$ cat config.mk
export PLATFORM = sky130hd
export DESIGN_NAME = io_input_conditioner
export DESIGN_NICKNAME = d
export VERILOG_FILES = /design/src/rtl/io_input_conditioner_pkg.sv /design/src/rtl/io_input_conditioner_debounce_bit.sv /design/src/rtl/io_input_conditioner.sv
export SDC_FILE = /design/constraint.sdc
export NUM_CORES = 1
export LEC_CHECK = 0
export BUFFER_PORTS_ARGS = -buffer_cell sky130_fd_sc_hd__buf_2
export CAP_MARGIN = 5
export CORE_ASPECT_RATIO = 1.5
export CORE_UTILIZATION = 38
export DETAILED_ROUTE_END_ITERATION = 16
export HOLD_SLACK_MARGIN = 0.06
export PLACE_DENSITY_LB_ADDON = 0.05
export RECOVER_POWER = 25
export SLEW_MARGIN = 20
export SYNTH_ARGS = -nofsm -noshare
export SYNTH_HDL_FRONTEND = slang
export SYNTH_HIERARCHICAL = 1
export SYNTH_SLANG_ARGS = --single-unit
export TNS_END_PERCENT = 5
$ cat constraint.sdc
create_clock -name clock -period 2.26 [get_ports clock]
set_clock_uncertainty 0.1 [all_clocks]
set_input_delay 0.452 -clock clock [delete_from_list [all_inputs] [get_ports clock]]
set_output_delay 0.452 -clock clock [all_outputs]
set_load 0.005 [all_outputs]
$ cat src/rtl/io_input_conditioner_pkg.sv
// Board input map shared by the input conditioner and the IO read decode.
// Bus layout: switches in the low bits, keys above them.
package io_input_conditioner_pkg;

   localparam int IO_SW_WIDTH  = 10;
   localparam int IO_KEY_WIDTH = 4;
   localparam int IO_SW_LSB    = 0;
   localparam int IO_KEY_LSB   = 10;
   localparam int IO_BUS_WIDTH = IO_SW_WIDTH + IO_KEY_WIDTH;

   // Map a debounced key level onto "pressed = 1".
   function automatic logic [IO_KEY_WIDTH-1:0] key_norm(
      input logic [IO_KEY_WIDTH-1:0] lvl,
      input bit                      active_low
   );
      return active_low ? ~lvl : lvl;
   endfunction

endpackage

$ cat src/rtl/io_input_conditioner_debounce_bit.sv
// One input bit: two-flop synchroniser, stable level and stability counter.
// level_nxt exposes the level being loaded this cycle for edge detection.
module debounce_bit #(
   parameter int DEBOUNCE_CYCLES = 50000,
   parameter int CNT_WIDTH       = 16,
   parameter bit RESET_LEVEL     = 1'b0
) (
   input  logic clock,
   input  logic reset,
   input  logic raw,
   output logic level,
   output logic level_nxt
);

   localparam logic [CNT_WIDTH-1:0] LAST = CNT_WIDTH'(DEBOUNCE_CYCLES - 1);

   logic                 sync1_q, sync1_d;
   logic                 sync2_q, sync2_d;
   logic                 state_q, state_d;
   logic [CNT_WIDTH-1:0] cnt_q, cnt_d;

   // Synchronise, then accept a new level only after it has held LAST+1 cycles.
   always_comb begin
      sync1_d = raw;
      sync2_d = sync1_q;
      state_d = state_q;
      cnt_d   = '0;
      if (sync2_q != state_q) begin
         if (cnt_q == LAST) begin
            state_d = sync2_q;
         end else begin
            cnt_d = cnt_q + CNT_WIDTH'(1);
         end
      end
   end

   // State registers; key bits reset to the released level.
   always_ff @(posedge clock or negedge reset) begin
      if (!reset) begin
         sync1_q <= RESET_LEVEL;
         sync2_q <= RESET_LEVEL;
         state_q <= RESET_LEVEL;
         cnt_q   <= '0;
      end else begin
         sync1_q <= sync1_d;
         sync2_q <= sync2_d;
         state_q <= state_d;
         cnt_q   <= cnt_d;
      end
   end

   assign level     = state_q;
   assign level_nxt = state_d;

endmodule

$ cat src/rtl/io_input_conditioner.sv
// Debounces switches and keys onto io_input_bus, with key press events
// and optional sticky press flags cleared by software.
module io_input_conditioner
   import io_input_conditioner_pkg::*;
#(
   parameter int DEBOUNCE_CYCLES = 50000,
   parameter int CNT_WIDTH       = 16,
   parameter bit KEY_ACTIVE_LOW  = 1'b1,
   parameter bit KEY_STICKY      = 1'b0
) (
   input  logic                    clock,
   input  logic                    reset,
   input  logic [IO_SW_WIDTH-1:0]  sw_raw,
   input  logic [IO_KEY_WIDTH-1:0] key_raw,
   input  logic [IO_KEY_WIDTH-1:0] key_clear,
   output logic [IO_BUS_WIDTH-1:0] io_input_bus,
   output logic [IO_KEY_WIDTH-1:0] key_event
);

   logic [IO_BUS_WIDTH-1:0] raw_all;
   logic [IO_BUS_WIDTH-1:0] lvl;
   logic [IO_BUS_WIDTH-1:0] lvl_nxt;

   logic [IO_KEY_WIDTH-1:0] pressed;
   logic [IO_KEY_WIDTH-1:0] pressed_nxt;
   logic [IO_KEY_WIDTH-1:0] event_q, event_d;
   logic [IO_KEY_WIDTH-1:0] flag_q, flag_d;

   assign raw_all[IO_SW_LSB +: IO_SW_WIDTH]   = sw_raw;
   assign raw_all[IO_KEY_LSB +: IO_KEY_WIDTH] = key_raw;

   for (genvar g = 0; g < IO_BUS_WIDTH; g++) begin : g_bit
      localparam bit RST_LVL = (g >= IO_KEY_LSB) ? KEY_ACTIVE_LOW : 1'b0;
      debounce_bit #(
         .DEBOUNCE_CYCLES(DEBOUNCE_CYCLES),
         .CNT_WIDTH      (CNT_WIDTH),
         .RESET_LEVEL    (RST_LVL)
      ) u_db (
         .clock    (clock),
         .reset    (reset),
         .raw      (raw_all[g]),
         .level    (lvl[g]),
         .level_nxt(lvl_nxt[g])
      );
   end

   assign pressed     = key_norm(lvl[IO_KEY_LSB +: IO_KEY_WIDTH], KEY_ACTIVE_LOW);
   assign pressed_nxt = key_norm(lvl_nxt[IO_KEY_LSB +: IO_KEY_WIDTH], KEY_ACTIVE_LOW);

   // Event fires with the pressed edge; a set beats a same-cycle clear.
   always_comb begin
      event_d = pressed_nxt & ~pressed;
      flag_d  = '0;
      if (KEY_STICKY) begin
         flag_d = event_q | (flag_q & ~key_clear);
      end
   end

   // Event and sticky flag registers.
   always_ff @(posedge clock or negedge reset) begin
      if (!reset) begin
         event_q <= '0;
         flag_q  <= '0;
      end else begin
         event_q <= event_d;
         flag_q  <= flag_d;
      end
   end

   assign io_input_bus[IO_SW_LSB +: IO_SW_WIDTH]   = lvl[IO_SW_LSB +: IO_SW_WIDTH];
   assign io_input_bus[IO_KEY_LSB +: IO_KEY_WIDTH] = KEY_STICKY ? flag_q : pressed;
   assign key_event = event_q;

endmodule
* Word-level counts from Yosys, hierarchy flattened
Cells that the tools add are included.
Storage, ports and cells: output and inout bits 18, register bits 270
Cells by class: bitwise operators 4, $add $sub $neg 14, reductions and logical operators 10, muxes and demuxes 36, eq/ne operators 28
Operator list (number):
- two-way mux 16 bit | 28
- adder 16 x 1 -> 16 bit (second input constant) | 14
- equality test 16 bit (second input constant) | 14
- AND reduction 2 bit | 10
- inequality test 1 bit | 14
- inverter 4 bit | 3
- two-way mux 1 bit | 8
- AND 4 bit | 1

* Logic depth before layout (Yosys ltp)
Gate-level depths: netlist of the first run.
word-level depth 5, depth in mapped cells 6

* By module
The synthesis of the first run kept the hierarchy.
Modules (own cells, without submodules):
- debounce_bit (g_bit[0].u_db ...) | cells each 83, area an instance 937.1 µm², times used 10
- debounce_bit (g_bit[10].u_db ...) | cells each 83, area an instance 940.9 µm², times used 4
- io_input_conditioner | cells each 22, area an instance 245.2 µm², times used 1

* Worst setup path after synthesis of the first run
OpenSTA, ideal clock, no wires.
kind reg2reg, from register g_bit[10].u_db.cnt_q[0], to register event_q[0], in the netlist key_event[0], clock period less this slack 1.595 ns, slack 0.665 ns, stages on the path, launching flop included 6, buffers on the path 0, arrival 1.427 ns, library setup time 0.068 ns, cell sequence dfrtp_1 ha_1 and3_1 nand4_1 mux2_2 nor2b_4
Between the ends: cells in the longest elaborated chain, start to end 5
Ends and longest elaborated chain:
- start: declaration | line io_input_conditioner_debounce_bit.sv:20 | logic [CNT_WIDTH-1:0] cnt_q, cnt_d;
- start signal: assignment | line io_input_conditioner_debounce_bit.sv:48 | cnt_q <= cnt_d;
- equality test 16 bit | line io_input_conditioner_debounce_bit.sv:29 | if (cnt_q == LAST) begin
- two-way mux 1 bit | line io_input_conditioner_debounce_bit.sv:29
- two-way mux 1 bit | line io_input_conditioner_debounce_bit.sv:28 | if (sync2_q != state_q) begin
- via lvl_nxt[10] | line io_input_conditioner.sv:22 | logic [IO_BUS_WIDTH-1:0] lvl_nxt;
- inverter 4 bit | line io_input_conditioner_pkg.sv:16 | return active_low ? ~lvl : lvl;
- AND 4 bit | line io_input_conditioner.sv:52 | event_d = pressed_nxt & ~pressed;
- via event_d[0] | line io_input_conditioner.sv:26 | logic [IO_KEY_WIDTH-1:0] event_q, event_d;
- end signal: assignment | line io_input_conditioner.sv:65 | event_q <= event_d;
- end: declaration | line io_input_conditioner.sv:26
The timed path passes the listed nets, and every way through them passes these cells. A chain may end at the register's enable or synchronous reset.

* Worst setup path in the final report of the first run
from register g_bit[13].u_db.state_q, to output io_input_bus[13]
Between the ends: cells in the longest elaborated chain, start to end 1
Ends and longest elaborated chain:
- start: declaration | line io_input_conditioner_debounce_bit.sv:19 | logic state_q, state_d;
- start signal: assignment | line io_input_conditioner_debounce_bit.sv:47 | state_q <= state_d;
- inverter 4 bit | line io_input_conditioner_pkg.sv:16
- end: declaration | line io_input_conditioner.sv:16 | output logic [IO_BUS_WIDTH-1:0] io_input_bus,
Every way passes these cells.

==> results of run 1 <==
state kept, by name, summed over array words and instances (netlist names):
signal              count
g_bit.u_db/level       14
key_event               4
g_bit.u_db/sync2_q     14
g_bit.u_db/sync1_q     14
g_bit.u_db/cnt_q      224
cell type report:
type	count	area (µm²)
clock buffer	40	880
clock inverter	14	153
fill	3326	19300
inverter	46	173
multi-input combinational	844	6200
sequential	270	6770
tap	467	584
timing repair buffer	55	427
how the worst max path moves through the flow:
stage	from	endpoint	slack, ns
after floorplan	g_bit[10].u_db/cnt_q[0]$_DFF_PN0_	key_event[0]$_DFF_PN0_	0.67
after global placement	g_bit[8].u_db/cnt_q[10]$_DFF_PN0_	g_bit[8].u_db/cnt_q[5]$_DFF_PN0_	0.45
after detailed placement	g_bit[10].u_db/cnt_q[10]$_DFF_PN0_	g_bit[10].u_db/cnt_q[11]$_DFF_PN0_	0.45
after CTS	g_bit[10].u_db/level$_DFF_PN1_	io_input_bus[10]	0.39
after global routing	reset	g_bit[5].u_db/cnt_q[1]$_DFF_PN0_	0.18
final	g_bit[13].u_db/level$_DFF_PN1_	io_input_bus[13]	0.43
per-layer routing:
metal,GRT usage [%],up-vias
li1,-,4172
met1,17.6,4119
met2,25.0,65
met3,2.33,33
met4,4.26,0
met5,0,-
worst max-delay path: stages, from the launching register on:
cell	delay, ns
sky130_fd_sc_hd__dfstp_2	0.56
sky130_fd_sc_hd__inv_1	0.04
sky130_fd_sc_hd__buf_2	0.11
synthesized netlist by cell type (all sizes together):
master,n
and3,28
and4b,14
buf,24
dfrtp,258
dfstp,12
ha,14
inv,46
mux2,14
nand2,42
nand3,84
nand4,56
nor2,238
nor2b,4
nor3,56
nor4,56
nor4b,28
xnor2,168
xor2,42
logic make-up (layout without fill, tap and decap cells):
group / after synthesis / after routing
xor+xnor: 210 / 210
fa+ha+maj: 14 / 14
buf+inv: 70 / 155
flops: 270 / 270
mux: 14 / 14
simple gates: 606 / 606
repair_timing:
action	CTS	global route
hold endpoints to repair	151	0
resized for setup	0	0
hold buffers	15	0
per-stage QoR:
step	setup slack [ns]	instance area, µm²	utilization [%]	cells	hold slack, ns
after CTS	0.389	15200	44.1	1736	0.249
after floorplan	0.665	13400	-	1184	0.0564
after global routing	0.175	15200	44.1	1736	0.254
after detailed placement	0.449	14000	40.7	1667	0.237
final	0.430	15200	44.1	1736	0.246
after global placement	0.450	14000	40.7	1667	0.232
where the power goes:
part | switching (µW) | leakage, µW | internal [µW]
Sequential | 82.9 | 0.00365 | 4930
Combinational | 217 | 0.00191 | 112
Clock | 2010 | 0.000521 | 3060
==> flow_summary.html, run 1 <==
<table>
<tr><th>Metric</th><th>Value</th></tr>
<tr><th colspan="2">Route</th></tr>
<tr><td>Top layer in use</td><td>met4</td></tr>
<tr><td>DR pass1 iterations</td><td>4</td></tr>
<tr><td>Met1 wire length</td><td>10900 µm</td></tr>
<tr><td>Average detailed-routed wire length per instance</td><td>13.8 µm</td></tr>
<tr><td>Total DRC errors in the routed layout</td><td>0</td></tr>
<tr><td>Met3 wire length</td><td>approximately 740 µm</td></tr>
<tr><td>Iter 0 DRT Violations</td><td>between 200 and 300</td></tr>
<tr><td>Met2 Routed Length</td><td>around 12000 µm</td></tr>
<tr><td>Total number of vias</td><td>between 8k and 9k</td></tr>
<tr><td>Sum of routed wire length over all layers</td><td>about 24000 µm</td></tr>
<tr><td>Post-detailed-route via-to-cell ratio</td><td>between 4 and 5</td></tr>
<tr><td>ANT nets after route</td><td>0</td></tr>
<tr><th colspan="2">Setup path</th></tr>
<tr><td>Category of the critical setup timing path</td><td>register to output pin</td></tr>
<tr><td>Startpoint of the lowest-slack register-to-register path</td><td>g_bit[10].u_db/cnt_q[10]$_DFF_PN0_</td></tr>
<tr><td>WP data arrival</td><td>roughly 1.3 ns</td></tr>
<tr><td>Data required, critical path</td><td>around 1.7 ns</td></tr>
<tr><td>CP Max Fanout</td><td>4</td></tr>
<tr><td>Critical path capture point type</td><td>output pin</td></tr>
<tr><td>Worst Reg-to-Reg Cells</td><td>4</td></tr>
<tr><td>Category of the worst setup path launch point</td><td>register</td></tr>
<tr><td>Reg-to-reg setup timing slack</td><td>0.46 ns</td></tr>
<tr><td>Reg-to-reg critical path endpoint</td><td>g_bit[10].u_db/cnt_q[11]$_DFF_PN0_</td></tr>
<tr><th colspan="2">Synthesis</th></tr>
<tr><td>Cell Area, Synth</td><td>13400 µm²</td></tr>
<tr><td>Post-synthesis share of cell area spent on full adders, half adders and majority gates</td><td>1.31%</td></tr>
<tr><td>Synthesized instance count</td><td>approximately 1.2k</td></tr>
<tr><td>Synth Area in Simple Gates</td><td>between 30% and 40%</td></tr>
<tr><td>Complex-gate fraction of the synthesized area</td><td>0%</td></tr>
<tr><td>Seq/Total Area, Yosys</td><td>50.6%</td></tr>
<tr><td>Post-synth top area share</td><td>between 40% and 50%</td></tr>
<tr><td>Top cells by area in the synthesized netlist</td><td>sky130_fd_sc_hd__dfrtp_1, sky130_fd_sc_hd__xnor2_1, sky130_fd_sc_hd__nor2_1, sky130_fd_sc_hd__nor4_2, sky130_fd_sc_hd__xor2_1</td></tr>
<tr><td>Synthesized area per cell</td><td>11.3 µm²</td></tr>
<tr><td>XOR/XNOR Fraction of Synth Area</td><td>roughly 14%</td></tr>
<tr><td>Post-synthesis cell type with the largest combined area</td><td>sky130_fd_sc_hd__dfrtp_1</td></tr>
<tr><td>Yosys warning count</td><td>6</td></tr>
<tr><td>Mux share of post-synthesis cell area</td><td>between 1 and 1.5%</td></tr>
<tr><td>Post-synth net total</td><td>~1.2k</td></tr>
<tr><td>Dominant combinational cell family by area after synthesis</td><td>simple AND/OR/NAND/NOR gates</td></tr>
<tr><td>Number of synthesized register bits</td><td>270</td></tr>
<tr><td>Count of different cell masters after synthesis</td><td>24</td></tr>
<tr><th colspan="2">Die</th></tr>
<tr><td>Die Span Y</td><td>232 µm</td></tr>
<tr><td>Die width</td><td>155 µm</td></tr>
<tr><td>Initial core utilization</td><td>38.8%</td></tr>
<tr><td>Placeable Area</td><td>34500 µm²</td></tr>
<tr><td>Number of standard-cell rows in the floorplan</td><td>a little over 80</td></tr>
<tr><td>Die Outline Area</td><td>approximately 36000 µm²</td></tr>
<tr><td>I/O pin count</td><td>38</td></tr>
<tr><th colspan="2">Placed design</th></tr>
<tr><td>Last weighted congestion value of the routability-driven placer</td><td>0.711</td></tr>
<tr><td>Total of buffers placed on input and output ports</td><td>33</td></tr>
<tr><td>DPL Wire Length</td><td>between 15000 and 20000 µm</td></tr>
<tr><th colspan="2">Worst hold path</th></tr>
<tr><td>Worst min path class</td><td>register to register</td></tr>
<tr><td>Worst-case hold path end point</td><td>g_bit[9].u_db/sync2_q$_DFF_PN0_</td></tr>
<tr><td>Depth of the worst hold-timing path</td><td>0</td></tr>
<tr><td>Min-Delay Startpoint</td><td>g_bit[9].u_db/sync1_q$_DFF_PN0_</td></tr>
<tr><th colspan="2">Power</th></tr>
<tr><td>Total power of the final layout</td><td>approximately 10000 µW</td></tr>
<tr><td>Power per cell area</td><td>between 600 and 700 nW/µm²</td></tr>
<tr><td>LEAKAGE</td><td>0.00608 µW</td></tr>
<tr><td>Worst supply voltage drop on vdd</td><td>0.521 mV</td></tr>
<tr><th colspan="2">Clock tree</th></tr>
<tr><td>Clk slew on worst S/H paths</td><td>about 0.06 ns</td></tr>
<tr><td>Cell at the root of the clock tree</td><td>sky130_fd_sc_hd__clkbuf_16</td></tr>
<tr><td>CTS sink cnt</td><td>270</td></tr>
<tr><td>Clock latency at the later pin of the worst-skew pair</td><td>roughly 0.56 ns</td></tr>
<tr><td>Postcts setup bufs</td><td>0</td></tr>
<tr><td>Number of levels the H-tree was split into</td><td>1</td></tr>
<tr><td>Clock tree from TritonCTS</td><td>done</td></tr>
<tr><td>Max Root-Sink Buffers</td><td>3</td></tr>
<tr><td>Clock buffer count from CTS</td><td>30</td></tr>
<tr><th colspan="2">STA</th></tr>
<tr><td>Fin. max-slew vios</td><td>0</td></tr>
<tr><td>Slew headroom</td><td>15.7%</td></tr>
<tr><td>Worst Max-Slew Pin Slew</td><td>roughly 1.3 ns</td></tr>
<tr><td>Peak Freq</td><td>about 550 MHz</td></tr>
<tr><td>Clock period minus final worst setup slack</td><td>~1.8 ns</td></tr>
<tr><td>Hold violation total from the final report</td><td>0</td></tr>
<tr><td>Sum Neg Setup Slack</td><td>0 ns</td></tr>
<tr><td>Setup repair after global routing missed its margin</td><td>no</td></tr>
<tr><td>Number of setup violations in the final report</td><td>0</td></tr>
<tr><td>Period utilization</td><td>81.0%</td></tr>
<tr><th colspan="2">Global route</th></tr>
<tr><td>GRT Residual Overflow</td><td>0</td></tr>
<tr><td>Wire length of the first global-routing pass</td><td>between 40000 and 50000 µm</td></tr>
<tr><td>Antenna violations before repair</td><td>0</td></tr>
<tr><td>Overall track demand over capacity in global routing</td><td>between 10% and 20%</td></tr>
<tr><td>Largest net degree at the start of global routing</td><td>between 50 and 60</td></tr>
<tr><td>Vias in the first global route</td><td>about 9k</td></tr>
<tr><th colspan="2">Run</th></tr>
<tr><td>Number of max-cap violations</td><td>0</td></tr>
<tr><th colspan="2">Final layout</th></tr>
<tr><td>Final-stage net count</td><td>approximately 1.3k</td></tr>
<tr><td>Diodes inserted</td><td>0</td></tr>
<tr><td>Ratio of cells with drive above 1 in the final layout</td><td>21.7%</td></tr>
<tr><td>Most common cell after layout, fill and taps aside</td><td>sky130_fd_sc_hd__dfrtp_1</td></tr>
<tr><td>Synthesis-to-finish area growth</td><td>13.5%</td></tr>
<tr><td>Top library cells by usage in the layout, fill and taps aside</td><td>sky130_fd_sc_hd__dfrtp_1, sky130_fd_sc_hd__nor2_1, sky130_fd_sc_hd__xnor2_1, sky130_fd_sc_hd__nand3_1</td></tr>
<tr><th colspan="2">Run status</th></tr>
<tr><td>Result of the run</td><td>completed</td></tr>
</table>
Power figures use the tool's default switching activity.
==> inputs of run 2 (changes only) <==
- clock period: 2.26 -> 1.45 ns (I/O delays scaled with it)
==> flow_summary.html, run 2 (synthesis results as in run 1) <==
<table>
<tr><th>Metric</th><th>Value</th></tr>
<tr><th colspan="2">Run status</th></tr>
<tr><td>Result of the run</td><td>finished, violations left</td></tr>
<tr><td>Failing checks</td><td>setup timing</td></tr>
<tr><th colspan="2">Clock tree</th></tr>
<tr><td>Clock tree from TritonCTS</td><td>done</td></tr>
<tr><td>CTS sink cnt</td><td>270 (unchanged)</td></tr>
<tr><td>Max Root-Sink Buffers</td><td>3 (unchanged)</td></tr>
<tr><td>Clock latency at the later pin of the worst-skew pair</td><td>0.56 ns (about the same)</td></tr>
<tr><td>Clock buffer count from CTS</td><td>30 (unchanged)</td></tr>
<tr><td>Number of levels the H-tree was split into</td><td>1 (unchanged)</td></tr>
<tr><td>Clk slew on worst S/H paths</td><td>0.06 ns (about the same)</td></tr>
<tr><td>Cell at the root of the clock tree</td><td>sky130_fd_sc_hd__clkbuf_16</td></tr>
<tr><th colspan="2">Final layout</th></tr>
<tr><td>Number of standard cells in the final layout excluding fillers</td><td>1999 (+15%)</td></tr>
<tr><td>Ratio of cells with drive above 1 in the final layout</td><td>39.0% (+17 points)</td></tr>
<tr><td>Diodes inserted</td><td>0 (unchanged)</td></tr>
<tr><td>Most common cell after layout, fill and taps aside</td><td>sky130_fd_sc_hd__dfrtp_1</td></tr>
<tr><td>Synthesis-to-finish area growth</td><td>33.2%</td></tr>
<tr><td>Final cell area excluding filler cells</td><td>17800 µm² (+17%)</td></tr>
<tr><td>Top library cells by usage in the layout, fill and taps aside</td><td>sky130_fd_sc_hd__dfrtp_1, sky130_fd_sc_hd__buf_4, sky130_fd_sc_hd__nor2_1, sky130_fd_sc_hd__xnor2_1, sky130_fd_sc_hd__nand3_1</td></tr>
<tr><td>Max FFs per register</td><td>224 (unchanged)</td></tr>
<tr><td>Count of filler cells inserted in the layout</td><td>3158 (-5.1%)</td></tr>
<tr><td>Final-stage net count</td><td>1542 (+20%)</td></tr>
<tr><td>Largest reg by FF count</td><td>g_bit.u_db/cnt_q</td></tr>
<tr><th colspan="2">STA</th></tr>
<tr><td>Peak Freq</td><td>approximately 600 MHz</td></tr>
<tr><td>Hold violation total from the final report</td><td>0 (unchanged)</td></tr>
<tr><td>Clock period minus final worst setup slack</td><td>approximately 1.7 ns</td></tr>
<tr><td>Slew headroom</td><td>28.6% (+13 points)</td></tr>
<tr><td>Setup repair after global routing missed its margin</td><td>yes</td></tr>
<tr><td>Worst Max-Slew Pin Slew</td><td>1.07 ns (-0.194 ns)</td></tr>
<tr><td>Sum Neg Setup Slack</td><td>-11.99 ns (-11.99 ns)</td></tr>
<tr><td>Number of setup violations in the final report</td><td>230 (+230)</td></tr>
<tr><td>Period utilization</td><td>117%</td></tr>
<tr><td>Worst hold slack</td><td>0.248 ns (+0.00192 ns)</td></tr>
<tr><td>Fin. max-slew vios</td><td>0 (unchanged)</td></tr>
<tr><td>Final setup slack of the worst path</td><td>-0.250 ns (-0.681 ns)</td></tr>
<tr><th colspan="2">Global route</th></tr>
<tr><td>Antenna violations before repair</td><td>0 (unchanged)</td></tr>
<tr><td>Overall track demand over capacity in global routing</td><td>15.7% (+1.5 points)</td></tr>
<tr><td>Wire length of the first global-routing pass</td><td>47500 µm (+11%)</td></tr>
<tr><td>GRT Residual Overflow</td><td>0 (unchanged)</td></tr>
<tr><td>Largest net degree at the start of global routing</td><td>43 (-22%)</td></tr>
<tr><td>Vias in the first global route</td><td>10.2k (+14%)</td></tr>
<tr><th colspan="2">Setup path</th></tr>
<tr><td>Category of the worst setup path launch point</td><td>register</td></tr>
<tr><td>Category of the critical setup timing path</td><td>register to register</td></tr>
<tr><td>CP Max Fanout</td><td>3 (-1)</td></tr>
<tr><td>WP data arrival</td><td>2.09 ns (+0.81 ns)</td></tr>
<tr><td>Data required, critical path</td><td>1.84 ns (+0.13 ns)</td></tr>
<tr><td>Critical path capture point type</td><td>register</td></tr>
<tr><th colspan="2">Power</th></tr>
<tr><td>LEAKAGE</td><td>0.00762 µW (+25%)</td></tr>
<tr><td>Net Sw Frac</td><td>21.3% (-0.93 points)</td></tr>
<tr><td>Combinational group share of total power</td><td>4.8% (+1.6 points)</td></tr>
<tr><td>Cell internal power dissipation</td><td>13500 µW (+66%)</td></tr>
<tr><td>Power share of the sequential group</td><td>45.5% (-2.6 points)</td></tr>
<tr><td>Net switching power</td><td>3650 µW (+58%)</td></tr>
<tr><td>Clock power share</td><td>49.7% (+1.0 points)</td></tr>
<tr><td>Power per cell area</td><td>960 nW/µm² (+40%)</td></tr>
<tr><td>Worst supply voltage drop on vdd</td><td>0.886 mV (+70%)</td></tr>
<tr><th colspan="2">Route</th></tr>
<tr><td>DR pass1 iterations</td><td>4 (unchanged)</td></tr>
<tr><td>Average detailed-routed wire length per instance</td><td>13.1 µm (-5.2%)</td></tr>
<tr><td>ANT nets after route</td><td>0 (unchanged)</td></tr>
<tr><td>Sum of routed wire length over all layers</td><td>26100 µm (+9.1%)</td></tr>
<tr><td>Total number of vias</td><td>9412 (+12%)</td></tr>
<tr><td>Total DRC errors in the routed layout</td><td>0 (unchanged)</td></tr>
<tr><td>Iter 0 DRT Violations</td><td>269 (+5.9%)</td></tr>
<tr><td>Post-detailed-route via-to-cell ratio</td><td>4.71 (-2.6%)</td></tr>
<tr><th colspan="2">Die</th></tr>
<tr><td>Initial core utilization</td><td>38.8% (unchanged)</td></tr>
<tr><td>Die Span Y</td><td>232 µm (unchanged)</td></tr>
<tr><td>Die width</td><td>155 µm (unchanged)</td></tr>
<tr><td>Number of standard-cell rows in the floorplan</td><td>83 (unchanged)</td></tr>
<tr><td>Die Outline Area</td><td>36000 µm² (unchanged)</td></tr>
<tr><td>Placeable Area</td><td>34500 µm² (unchanged)</td></tr>
<tr><td>I/O pin count</td><td>38 (unchanged)</td></tr>
<tr><th colspan="2">Placed design</th></tr>
<tr><td>Last weighted congestion value of the routability-driven placer</td><td>0.752 (+5.8%)</td></tr>
<tr><td>DPL Wire Length</td><td>18200 µm (+18%)</td></tr>
<tr><td>Area after detailed placement</td><td>16100 µm² (+15%)</td></tr>
<tr><td>Worst slack after detailed placement</td><td>-0.447 ns (-0.896 ns)</td></tr>
<tr><td>Total of buffers placed on input and output ports</td><td>33 (unchanged)</td></tr>
<tr><td>Total instance count after detailed placement</td><td>1922 (+15%)</td></tr>
<tr><th colspan="2">Worst hold path</th></tr>
<tr><td>Worst min path class</td><td>register to register</td></tr>
<tr><th colspan="2">Run</th></tr>
<tr><td>Number of max-cap violations</td><td>0 (unchanged)</td></tr>
</table>
## run 2: what timing repair did
| item | 4_1_cts | 5_1_grt |
|---|---|---|
| endpoints found under the setup margin | 256 | 257 |
| gates cloned | 0 | 0 |
| resized for setup | 50 | 23 |
| pin swaps | 82 | 16 |
| buffers inserted | 1 | 5 |
| hold buffers | 15 | 0 |
| endpoints found under the hold margin | 281 | 0 |
## run 2: stage by stage
step	total power, µW	util [%]
floorplan	8190	-
global placement	8700	46.8
detailed placement	8710	46.8
CTS	17500	51.2
global route	17900	51.7
finish	17100	51.7
## run 2: layout make-up
cell class / instances / area (µm²) / share of cell area (%)
sequential: 270 / 6770 / 38.0
multi-input combinational: 844 / 6600 / 37.0
timing repair buffer: 316 / 2570 / 14.4
clock buffer: 43 / 911 / 5.11
tap: 467 / 584 / 3.28
clock inverter: 13 / 218 / 1.22
inverter: 46 / 173 / 0.969
## run 2: worst paths after layout
| check | from | end | slack, ns | cells past startpoint |
|---|---|---|---|---|
| min reg2reg | g_bit[1].u_db/sync1_q$_DFF_PN0_ | g_bit[1].u_db/sync2_q$_DFF_PN0_ | 0.25 | 0 |
| max in group asynchronous | reset | g_bit[9].u_db/cnt_q[13]$_DFF_PN0_ | -0.02 | 3 |
| min | g_bit[1].u_db/sync1_q$_DFF_PN0_ | g_bit[1].u_db/sync2_q$_DFF_PN0_ | 0.25 | 0 |
| max reg2reg | g_bit[13].u_db/cnt_q[10]$_DFF_PN0_ | key_event[3]$_DFF_PN0_ | -0.25 | 5 |
| min in group asynchronous | reset | g_bit[1].u_db/cnt_q[6]$_DFF_PN0_ | 0.36 | 2 |
| max | g_bit[13].u_db/cnt_q[10]$_DFF_PN0_ | key_event[3]$_DFF_PN0_ | -0.25 | 5 |
## run 2: power by group through the flow
stage | Clock (µW) | Combinational, µW | Sequential (µW)
after global placement | 0 | 795 | 7910
after CTS | 8870 | 855 | 7780
after global routing | 9190 | 937 | 7800
after floorplan | 0 | 269 | 7920
final | 8510 | 827 | 7780
after detailed placement | 0 | 801 | 7910
## run 2: worst max-delay path, cell delays in order (launching register included)
cell	delay [ns]
sky130_fd_sc_hd__dfrtp_1	0.41
sky130_fd_sc_hd__nor4b_4	0.32
sky130_fd_sc_hd__buf_4	0.16
sky130_fd_sc_hd__nand4_1	0.16
sky130_fd_sc_hd__mux2_4	0.38
sky130_fd_sc_hd__nor2b_4	0.11
## run 2: metal layers
metal	global-route usage (%)	share of wire [%]	wire [µm]	up-vias
li1	-	-	-	4697
met1	18.7	43	11200	4603
met2	29.0	52	13600	75
met3	2.16	2.9	756	37
met4	4.60	2.1	544	0
met5	0	0	0	-
